$ cat src/rtl/riscv_cmp_pkg.sv
// Purpose : shared funct3 encodings, FSM state type and decode helpers for the branch comparator.
// Latency : n/a (declarations and pure functions only).
// Backpressure: n/a.
package riscv_cmp_pkg;

    localparam logic [2:0] F3_BEQ  = 3'b000;
    localparam logic [2:0] F3_BNE  = 3'b001;
    localparam logic [2:0] F3_BLT  = 3'b100;
    localparam logic [2:0] F3_BGE  = 3'b101;
    localparam logic [2:0] F3_BLTU = 3'b110;
    localparam logic [2:0] F3_BGEU = 3'b111;

    typedef enum logic [1:0] {
        IDLE = 2'd0,
        BUSY = 2'd1,
        DONE = 2'd2
    } cmp_state_e;

    // BLT/BGE compare as two's complement; everything else is unsigned.
    function automatic logic is_signed_f3(input logic [2:0] f3);
        return (f3 == F3_BLT) || (f3 == F3_BGE);
    endfunction

    // 010 and 011 are the only unused branch encodings.
    function automatic logic is_legal_f3(input logic [2:0] f3);
        return f3[2:1] != 2'b01;
    endfunction

    function automatic logic branch_result_f(input logic [2:0] f3,
                                             input logic       eq,
                                             input logic       lt);
        logic res;
        res = 1'b0;
        case (f3)
            F3_BEQ:          res = eq;
            F3_BNE:          res = !eq;
            F3_BLT, F3_BLTU: res = lt;
            F3_BGE, F3_BGEU: res = !lt;
            default:         res = 1'b0;
        endcase
        return res;
    endfunction

endpackage

$ cat src/rtl/riscv_cmp_chunk.sv
// Purpose : compare one CHUNK_W slice of two operands, optionally flipping the slice MSB.
// Latency : combinational.
// Backpressure: none (no handshake).
// Ports: i_a/i_b slices, i_flip_msb turns the unsigned compare into a signed one on the
//        top slice, o_neq = slices differ, o_lt = (a < b) unsigned after the flip.
module riscv_cmp_chunk #(
    parameter int CHUNK_W = 8
) (
    input  logic [CHUNK_W-1:0] i_a,
    input  logic [CHUNK_W-1:0] i_b,
    input  logic               i_flip_msb,
    output logic               o_neq,
    output logic               o_lt
);

    logic [CHUNK_W-1:0] w_mask;
    logic [CHUNK_W-1:0] w_a;
    logic [CHUNK_W-1:0] w_b;

    // Inverting the sign bit of both operands maps two's complement order onto unsigned order.
    assign w_mask = CHUNK_W'(i_flip_msb) << (CHUNK_W - 1);
    assign w_a    = i_a ^ w_mask;
    assign w_b    = i_b ^ w_mask;

    assign o_neq  = (w_a != w_b);
    assign o_lt   = (w_a < w_b);

endmodule

$ cat src/rtl/riscv_branch_cmp_seq.sv
// Purpose : multi-cycle RISC-V branch comparator scanning CHUNK_W slices MSB-first.
// Latency : N = DATA_W/CHUNK_W cycles worst case from accept, N-k with early exit, 1 for illegal funct3.
// Backpressure: result held frozen in DONE until out_ready; in_ready only while IDLE.
// Ports: clk/rst (sync, active-high), flush kills the current op; in_valid/in_ready with
//        funct3/rs1/rs2; out_valid/out_ready with result, eq, lt, illegal.
module riscv_branch_cmp_seq
    import riscv_cmp_pkg::*;
#(
    parameter int DATA_W     = 32,
    parameter int CHUNK_W    = 8,
    parameter bit EARLY_EXIT = 1'b1
) (
    input  logic              clk,
    input  logic              rst,
    input  logic              flush,
    input  logic              in_valid,
    output logic              in_ready,
    input  logic [2:0]        funct3,
    input  logic [DATA_W-1:0] rs1,
    input  logic [DATA_W-1:0] rs2,
    output logic              out_valid,
    input  logic              out_ready,
    output logic              result,
    output logic              eq,
    output logic              lt,
    output logic              illegal
);

    localparam int             N     = DATA_W / CHUNK_W;
    localparam int             KW    = (N > 1) ? $clog2(N) : 1;
    localparam logic [KW-1:0]  K_MAX = KW'(N - 1);

    cmp_state_e        r_state;
    logic [DATA_W-1:0] r_a;
    logic [DATA_W-1:0] r_b;
    logic [2:0]        r_f3;
    logic [KW-1:0]     r_k;
    logic              r_decided;
    logic              r_out_valid;
    logic              r_result;
    logic              r_eq;
    logic              r_lt;
    logic              r_illegal;

    logic [CHUNK_W-1:0] w_a_chunk;
    logic [CHUNK_W-1:0] w_b_chunk;
    logic               w_flip;
    logic               w_neq;
    logic               w_lt;
    logic               w_full_eq;
    logic               w_full_lt;
    logic               w_dec_nxt;
    logic               w_lt_nxt;
    logic               w_fin;
    logic               w_res_nxt;

    assign w_a_chunk = r_a[int'(r_k)*CHUNK_W +: CHUNK_W];
    assign w_b_chunk = r_b[int'(r_k)*CHUNK_W +: CHUNK_W];
    assign w_flip    = is_signed_f3(r_f3) && (r_k == K_MAX);

    riscv_cmp_chunk #(
        .CHUNK_W (CHUNK_W)
    ) u_chunk (
        .i_a        (w_a_chunk),
        .i_b        (w_b_chunk),
        .i_flip_msb (w_flip),
        .o_neq      (w_neq),
        .o_lt       (w_lt)
    );

    // Illegal ops still report eq/lt but finish after one BUSY cycle, so they
    // are resolved with a full-width unsigned compare instead of the chunk scan.
    assign w_full_eq = (r_a == r_b);
    assign w_full_lt = (r_a < r_b);

    always_comb begin
        w_dec_nxt = 1'b0;
        w_lt_nxt  = 1'b0;
        w_fin     = 1'b0;
        w_res_nxt = 1'b0;
        if (r_illegal) begin
            w_dec_nxt = !w_full_eq;
            w_lt_nxt  = w_full_lt;
            w_fin     = 1'b1;
            w_res_nxt = 1'b0;
        end else begin
            // Once a higher chunk has differed, lower chunks cannot change the order.
            w_dec_nxt = r_decided | w_neq;
            w_lt_nxt  = r_decided ? r_lt : (w_neq & w_lt);
            w_fin     = (r_k == '0) || (EARLY_EXIT && w_neq);
            w_res_nxt = branch_result_f(r_f3, !w_dec_nxt, w_lt_nxt);
        end
    end

    always_ff @(posedge clk) begin
        if (rst) begin
            r_state     <= IDLE;
            r_a         <= '0;
            r_b         <= '0;
            r_f3        <= '0;
            r_k         <= '0;
            r_decided   <= 1'b0;
            r_out_valid <= 1'b0;
            r_result    <= 1'b0;
            r_eq        <= 1'b0;
            r_lt        <= 1'b0;
            r_illegal   <= 1'b0;
        end else if (flush) begin
            r_state     <= IDLE;
            r_out_valid <= 1'b0;
        end else begin
            case (r_state)
                IDLE: begin
                    if (in_valid) begin
                        r_a       <= rs1;
                        r_b       <= rs2;
                        r_f3      <= funct3;
                        r_k       <= K_MAX;
                        r_decided <= 1'b0;
                        r_result  <= 1'b0;
                        r_eq      <= 1'b0;
                        r_lt      <= 1'b0;
                        r_illegal <= !is_legal_f3(funct3);
                        r_state   <= BUSY;
                    end
                end
                BUSY: begin
                    r_decided <= w_dec_nxt;
                    r_lt      <= w_lt_nxt;
                    if (w_fin) begin
                        r_eq        <= !w_dec_nxt;
                        r_result    <= w_res_nxt;
                        r_out_valid <= 1'b1;
                        r_state     <= DONE;
                    end else begin
                        r_k <= r_k - KW'(1);
                    end
                end
                DONE: begin
                    if (out_ready) begin
                        r_out_valid <= 1'b0;
                        r_state     <= IDLE;
                    end
                end
                default: r_state <= IDLE;
            endcase
        end
    end

    assign in_ready  = (r_state == IDLE);
    assign out_valid = r_out_valid;
    assign result    = r_result;
    assign eq        = r_eq;
    assign lt        = r_lt;
    assign illegal   = r_illegal;

endmodule

$ cat config.mk
export PLATFORM = sky130hd
export DESIGN_NAME = riscv_branch_cmp_seq
export DESIGN_NICKNAME = d
export VERILOG_FILES = /design/src/rtl/riscv_cmp_pkg.sv /design/src/rtl/riscv_cmp_chunk.sv /design/src/rtl/riscv_branch_cmp_seq.sv
export SDC_FILE = /design/constraint.sdc
export NUM_CORES = 1
export LEC_CHECK = 0
export CAP_MARGIN = 20
export CORE_MARGIN = 2
export CORE_UTILIZATION = 35
export CTS_CLUSTER_DIAMETER = 30
export CTS_CLUSTER_SIZE = 10
export DETAILED_ROUTE_END_ITERATION = 8
export PLACE_DENSITY_LB_ADDON = 0.3
export SYNTH_ARGS = -nofsm -noshare
export SYNTH_HDL_FRONTEND = slang
export SYNTH_SLANG_ARGS = --single-unit
$ cat constraint.sdc
create_clock -name clk -period 4.6 [get_ports clk]
set_input_delay 0.92 -clock clk [delete_from_list [all_inputs] [get_ports clk]]
set_output_delay 0.92 -clock clk [all_outputs]
set_load 0.1 [all_outputs]
After elaboration in Yosys (flattened, before gate mapping)
Index checks and enable logic that the tools add are counted.
Widths: inputs -> output; s select.
{ "totals": {"elab_cells": 81, "inputBits": 72, "regBits": 77, "output_inout_bits": 6} }
{ "classes": {"bitwise_logic": 5, "n_lt_le_gt_ge": 2, "shift": 2, "eq_ne": 15, "muxes": 23, "add_sub_neg": 1, "reduce_logical": 22} }
{ "ops": {"columns": ["cell", "count"], "rows": [
  ["$shiftx 32x6->8", 2],
  ["$eq 32x32->1", 1],
  ["$lt 32x32->1", 1],
  ["$xor 8x8->8", 2],
  ["$eq 3x3->1 const B", 4],
  ["$reduce_and 3->1", 4],
  ["$mux 1", 10],
  ["$mux 2", 5],
  ["$pmux 1 s2", 5],
  ["$lt 8x8->1", 1],
  ["$ne 2x2->1 const B", 4],
  ["$ne 8x8->1", 1],
  ["$reduce_and 4->1", 2],
  ["$pmux 2 s3", 1],
  ["$reduce_or 2->1", 3],
  ["$logic_not 1->1", 5],
  ["$eq 2x2->1 const B", 2],
  ["$logic_not 2->1", 2],
  ["$pmux 1 s4", 1],
  ["$pmux 2 s2", 1],
  ["$reduce_bool 2->1", 2],
  ["$eq 3x1->1 const B", 1],
  ["$logic_not 3->1", 1],
  ["$eq 2x1->1 const B", 1],
  ["7 further kinds", 8]
]} }

Longest topological paths before layout
Gate-level depths: netlist of the first run.
{ "depth": {"word_depth": 12, "mapped_depth": 11, "mapped_depth_nobuf": 10} }

Cells and area by module
Synthesis of the first run repeated with hierarchy kept, for this count alone.
{ "hier_totals": {"cells_unflattened": 523, "area_unflattened_um2": 4274.1} }
{ "modules_own_cells": {"columns": ["module", "cells_per_inst", "seq_area_each_um2", "area_per_inst_um2", "instances"], "rows": [
  ["riscv_branch_cmp_seq", 495, 1541.5, 4063.9, 1],
  ["riscv_cmp_chunk", 28, 0.0, 210.2, 1]
]} }

Worst setup path after synthesis of the first run
OpenSTA, ideal clock, no wires.
{ "synth_path": {"path_type": "register to register", "startpoint": "register r_k[0]", "endpoint": "register r_result, in the netlist result", "required_ns": 4.525, "period_less_slack_ns": 2.808, "setup_ns": 0.075, "n_path_buf": 2, "path_slack_ns": 1.792, "arrival_time_ns": 2.733, "stages_incl_launch_ff": 11, "path_cell_list": "dfxtp_1 -> buf_2 -> buf_2 -> mux4_2 -> ha_1 -> a21oi_1 -> nor2b_1 -> o21ai_2 -> a32oi_1 -> a2111o_1 -> a31oi_1"} }
{ "synth_via": {"elab_chain_cells": 11, "elab_cells_between_ends": 22, "classes_between": "order compare (1); eq/ne (3); shift (2); mux (6); bitwise (4); reduce/logical (6)"} }
{ "synth_lines": {"columns": ["item", "line", "source"], "rows": [
  ["start: declaration", "riscv_branch_cmp_seq.sv:37", "logic [KW-1:0] r_k;"],
  ["start signal: assignment", "riscv_branch_cmp_seq.sv:136", "r_k <= r_k - KW'(1);"],
  ["branches (longest 11 deep; another with $lt 8x8->1)", null, null],
  ["end signal: assignment", "riscv_branch_cmp_seq.sv:132", "r_result <= w_res_nxt;"],
  ["end: declaration", "riscv_branch_cmp_seq.sv:40", "logic r_result;"]
]} }
Parallel ways; which one is timed is not known. The select of a mux whose other input is x is not followed.
A chain may end at the register's enable or synchronous reset.

Worst setup path after layout of the first run
{ "layout_path": {"startpoint": "register r_k[0]", "endpoint": "register r_k[1]"} }
{ "layout_via": {"elab_chain_cells": 8, "elab_cells_between_ends": 15, "classes_between": "add/sub (1); eq/ne (3); shift (2); mux (3); bitwise (2); reduce/logical (4)"} }
{ "layout_lines": {"columns": ["item"], "rows": [
  ["branches (longest 8 deep; another with $shiftx 32x6->8)"]
]} }
Parallel ways; which one is timed is not known. The select of a mux whose other input is x is not followed.

==> metrics.txt, run 1 <==
Cell Area, Synth 0.00434 mm²; Synth Area in Compound Gates 0.150; multi-input logic area 0.00249 mm²; Root Driver clkbuf_16; Final Total Pwr 1930 µW; syn_nets 637; Max Cap Viol 0; clock skew 0.00359 ns; final critical-path required period 3.19 ns; vias post-DR about 3.8k; final setup violation count 0; Die Area around 0.013 mm²; GPL Wtd Cong 0.895; pin count of the biggest net entering global routing 47; post-synthesis register bit count between 70 and 80; Hold Slack between 0.4 and 0.5 ns; total wire length 11.7 mm; Core Util, Final 0.461; area leader, netlist dfxtp_1; Min-Delay Path Class reg -> reg; Tightest Pin Transition 0.974 ns; initial antenna violation count 0; Rel. slew slack 0.349; Commonest cells post-synth nand2_1, a21oi_1, dfxtp_1; # hold bufs at CTS 0; dpl cell area 0.00520 mm²; # port buffers 77; drt via density 5.04; Final nets between 600 and 700; number of synthesized flops with an enable pin 0; worst skew pair latency 0.34 ns; # IOs 78; cts bufs inserted 9; total track usage 0.183; Setup Fix Bufs, Post-CTS 0; diode count 0; Critical Path RT ~4.9 ns; Max VDD drop 0.193 mV; DRC viols 0; Synth area leaders dfxtp_1, nand2_1, ha_1; FF/Latch Area approximately 0.0015 mm²; post-synthesis mux area share 0.0853; # fillers approximately 1.2k; total grt overflow 0; Initial Util 0.360; LEAKAGE 0.00204 µW; crit share post-route 0.693; max-slew violations 0; Die X 115 µm; Post-CTS Resized 0; post-synthesis simple-gate area fraction 0.209; share of post-route cells with drive strength above 1 0.0814; register area share after synthesis 0.355; status finished clean; wire length per cell around 15 µm; P&R area growth vs syn 28.0%; Core Area roughly 0.012 mm²; TritonCTS clock tree done; Avg Cell Area, Syn 8.30 µm²; Post-synth top flop dfxtp_1; startpoint types flop; Die H approximately 120 µm; post-synth top area share 0.355; most numerous cell in the Yosys netlist nand2_1; XOR/XNOR share of the synthesized area 0.00605; RSZ-0062 raised after global routing no; worst path arrival time 3.44 ns; fmax 314 MHz; std cell rows 40; vias in the first global route about 3.8k; final setup TNS 0 ns; dpl hpwl 9.03 mm; critical path type reg -> reg; largest family of logic cells by synthesized area simple AND/OR/NAND/NOR gates; maximum buffer depth of the clock tree 2; # clock sinks 77; design area 0.00556 mm²; final hold vios 0; Cells after Synth between 500 and 600; P per Cell Area 347 mW/mm²; Cell variety after synth 53; H-tree level count 3; DR iter-0 viols 303; Post-Synth Adder-Cell Area 0.121; Synth async-reset ratio 0; Clock Pin Slew Worst Setup and Hold Paths 0.06 ns; DRT Pass-1 Iters 4; final antenna-violating net count 0; Max Fanout on Critical Path 14; global-route wire length before repair 18.8 mm; Synth Warn # 0; Worst Setup End Kind flop
where the power goes:
| part | internal (µW) | switching, µW | total [µW] |
|---|---|---|---|
| combinational | 168 | 174 | 342 |
| clock | 575 | 269 | 844 |
| sequential | 699 | 44.4 | 743 |
logic make-up after synthesis:
| group | Yosys count |
|---|---|
| AO/OA/AOI/OAI | 113 |
| XOR/XNOR | 3 |
| adder cells (fa/ha/maj) | 42 |
| buffers and inverters | 73 |
| flip-flops | 77 |
| multiplexers | 17 |
| AND/OR/NAND/NOR | 198 |
registers in the layout, summed over array words and instances, names as in the netlist:
signal and flops:
eq 1, illegal 1, lt 1, out_valid 1, r_a 32, r_b 32, r_decided 1, r_f3 3
r_k 2, r_state 2, result 1
critical path: stages, from the launching register on:
cell and delay (ns):
dfxtp_1 0.80, buf_4 0.31, mux4_2 0.51, ha_1 0.31, nand4_1 0.23, nor3_4 0.25, nand2_2 0.15, a21oi_4 0.21
nor2_1 0.07, a311oi_2 0.25
cells in the final DEF, fill, tap and decap left out, types with 2 or more instances in the layout:
master / synthesis / final
buf_4: 1 / 4
nor4_1: 3 / 3
nand2b_1: 3 / 3
nor3_1: 4 / 4
xnor2_1: 2 / 2
a211oi_1: 2 / 2
clkbuf_16: 0 / 9
dfxtp_1: 77 / 77
a31oi_1: 2 / 2
nand4_1: 8 / 8
a21o_1: 3 / 3
o21ai_0: 5 / 5
nand3_1: 4 / 4
o21bai_1: 2 / 2
a22oi_1: 2 / 2
nor2b_1: 4 / 4
clkbuf_8: 0 / 3
nor2_1: 11 / 11
mux4_2: 16 / 16
nand2_1: 142 / 142
and3_1: 2 / 2
nand2_2: 2 / 2
clkdlybuf4s50_1: 0 / 76
nor2_4: 1 / 2
a21oi_1: 83 / 83
bufinv_16: 0 / 3
nand3b_1: 3 / 3
and4_1: 2 / 2
ha_1: 42 / 42
nor4b_1: 2 / 2
inv_1: 43 / 43
final cells by class:
type	count	share of cell area
Clock buffer	13	0.0486
Tap cell	168	0.0378
Inverter	43	0.0290
Multi-Input combinational cell	373	0.448
Timing Repair Buffer	81	0.143
Clock inverter	3	0.0162
Sequential cell	77	0.277
per-layer routing:
| layer | wire [µm] | GRT usage | share of wire |
|---|---|---|---|
| met1 | 5090 | 0.233 | 0.43 |
| met3 | 682 | 0.0369 | 0.058 |
| met4 | 172 | 0.0506 | 0.015 |
| met2 | 5800 | 0.315 | 0.49 |
| met5 | 0 | 0 | 0 |
per-stage QoR:
stage                     instances  setup slack [ns]
after floorplan                 523              1.79
after global placement          742              1.50
after detailed placement        742              1.41
after CTS                       758              1.39
after global routing            758              1.16
final                           758              1.41
worst paths after layout:
check | from | end | slack, ns | depth (start not counted)
setup / recovery | r_k[0]$_SDFFE_PP0P_ | r_k[1]$_SDFFE_PP0P_ | 1.41 | 9
hold / removal | r_a[31]$_SDFFE_PP0P_ | r_a[31]$_SDFFE_PP0P_ | 0.48 | 2
setup reg to reg | r_k[0]$_SDFFE_PP0P_ | r_k[1]$_SDFFE_PP0P_ | 1.41 | 9
hold reg to reg | r_a[31]$_SDFFE_PP0P_ | r_a[31]$_SDFFE_PP0P_ | 0.48 | 2
Note: power is estimated with default switching activity, not from simulation.
==> inputs of run 2 (changes only) <==
==> constraint.sdc (replaced) <==
create_clock -name clk -period 3.22 [get_ports clk]
set_input_delay 0.644 -clock clk [delete_from_list [all_inputs] [get_ports clk]]
set_output_delay 0.644 -clock clk [all_outputs]
set_load 0.1 [all_outputs]
==> run 2 against run 1 <==
  * Non-clock buffer count grew 2
  * Fmax grew 9.3%
  * First-iteration DRC count shrank 29%
  * Highest routed layer unchanged
  * Register-to-register slack lost 1.1 ns
  * Core utilization shrank 0.30 points
  * Global-route usage grew 0.12 points
  * Routed wire length shrank 0.61%
  * Critical path depth is the same
==> metrics.txt, run 2 (synthesized netlist as in run 1, its figures left out) <==
most frequent cells in the layout nand2_1, a21oi_1, dfxtp_1; dpl cells 744; startpoint types flop; Tightest Pin Transition 0.745 ns; # fillers 1189; final cell count without fillers 760; Max VDD drop ~0.21 mV; Max Fanout on Critical Path 17; std cell rows 40; Initial Util 0.360; Die H 115 µm; cts bufs inserted 9; dpl cell area 0.00521 mm²; GPL Wtd Cong approximately 0.9; # IOs 78; dpl hpwl 9.14 mm; Core Area 0.0121 mm²; commonest non-fill, non-tap cell in the layout nand2_1; final hold vios 0; total track usage 0.184; Core Util, Final 0.458; P&R area growth vs syn 27.2%; # clock sinks 77; initial antenna violation count 0; final setup violation count 0; max-slew violations 0; Rel. slew slack 0.503; # port buffers 77; total wire length roughly 12 mm; Final nets 701; Die Area 0.0133 mm²; design area 0.00552 mm²; global-route wire length before repair 19.0 mm; status finished clean; maximum buffer depth of the clock tree 2; biggest regs r_a (32), r_b (32), r_f3 (3); Clock Pin Slew Worst Setup and Hold Paths roughly 0.060 ns; Die X 115 µm; drt via density between 5 and 6; vias in the first global route 3824; Post-CTS Resized 0; DRT Pass-1 Iters 5; worst skew pair latency 0.34 ns; Min-Delay Path Class reg -> reg; TritonCTS clock tree done; Max Cap Viol 0; final critical-path required period approximately 2.9 ns; crit share post-route 0.906; final antenna-violating net count 0; vias post-DR 3814; diode count 0; Worst Setup End Kind flop; DRC viols 0; total grt overflow 0; clock skew 0.00630 ns; DR iter-0 viols 214; critical path type reg -> reg; H-tree level count 3; worst path arrival time ~3.2 ns; final setup TNS 0 ns; Root Driver clkbuf_16; pin count of the biggest net entering global routing 69; RSZ-0062 raised after global routing no; share of post-route cells with drive strength above 1 0.0963; P per Cell Area 470 mW/mm²; # hold bufs at CTS 0; LEAKAGE 0.00205 µW; wire length per cell 15.4 µm; fmax 343 MHz; Setup Fix Bufs, Post-CTS 0; Critical Path RT 3.47 ns
run 2: power breakdown:
| group | internal [µW] | total (µW) | switching [µW] |
|---|---|---|---|
| sequential | 998 | 1060 | 58.0 |
| clock | 659 | 1050 | 387 |
| combinational | 242 | 493 | 251 |
run 2: per-stage QoR:
| step | setup slack (ns) | power (µW) | hold slack, ns |
|---|---|---|---|
| floorplan | 0.412 | 1390 | 0.446 |
| global placement | 0.493 | 1550 | 0.465 |
| detailed placement | 0.340 | 1570 | 0.469 |
| CTS | 0.316 | 2610 | 0.486 |
| global route | 0.149 | 2720 | 0.509 |
| finish | 0.304 | 2600 | 0.483 |
run 2: metal layers:
| layer | global-route usage | vias up | part of all wire |
|---|---|---|---|
| met1 | 0.239 | 1781 | 0.46 |
| met5 | 0 | - | 0 |
| met3 | 0.0364 | 12 | 0.050 |
| li1 | - | 1922 | - |
| met2 | 0.304 | 99 | 0.48 |
| met4 | 0.0667 | 0 | 0.015 |
run 2: layout make-up:
class                           instances  area [µm²]  share of cell area
Sequential cell                        77        1540               0.279
Inverter                               43         161              0.0292
Multi-Input combinational cell        373        2490               0.451
Clock buffer                           12         267              0.0483
Clock inverter                          4        45.0             0.00816
Tap cell                              168         210              0.0381
Timing Repair Buffer                   83         808               0.146
run 2: critical path, stage by stage (launching register included):
cell      delay, ns
dfxtp_1        0.41
buf_4          0.32
mux4_2         0.55
ha_1           0.31
nand4_1        0.25
nor3_4         0.26
nand2_2        0.15
a21oi_4        0.23
nor2_1         0.08
a311oi_2       0.26
run 2: final timing paths:
path,startpoint,to,slack (ns),cells past startpoint
worst min register to register,r_f3[1]$_SDFFE_PP0P_,r_f3[1]$_SDFFE_PP0P_,0.48,2
worst max-delay path,r_k[0]$_SDFFE_PP0P_,r_k[1]$_SDFFE_PP0P_,0.30,9
worst min-delay path,r_f3[1]$_SDFFE_PP0P_,r_f3[1]$_SDFFE_PP0P_,0.48,2
worst max register to register,r_k[0]$_SDFFE_PP0P_,r_k[1]$_SDFFE_PP0P_,0.30,9
==> inputs of run 3 (changes only) <==
--- a/config.mk
+++ b/config.mk
@@ -9,7 +9,7 @@
 export CORE_MARGIN = 2
 export CORE_UTILIZATION = 35
 export CTS_CLUSTER_DIAMETER = 30
-export CTS_CLUSTER_SIZE = 10
+export CTS_CLUSTER_SIZE = 14
 export DETAILED_ROUTE_END_ITERATION = 8
 export PLACE_DENSITY_LB_ADDON = 0.3
 export SYNTH_ARGS = -nofsm -noshare
==> results of run 3 <==
The final DEF is identical to that of run 2; final timing and power are the same.
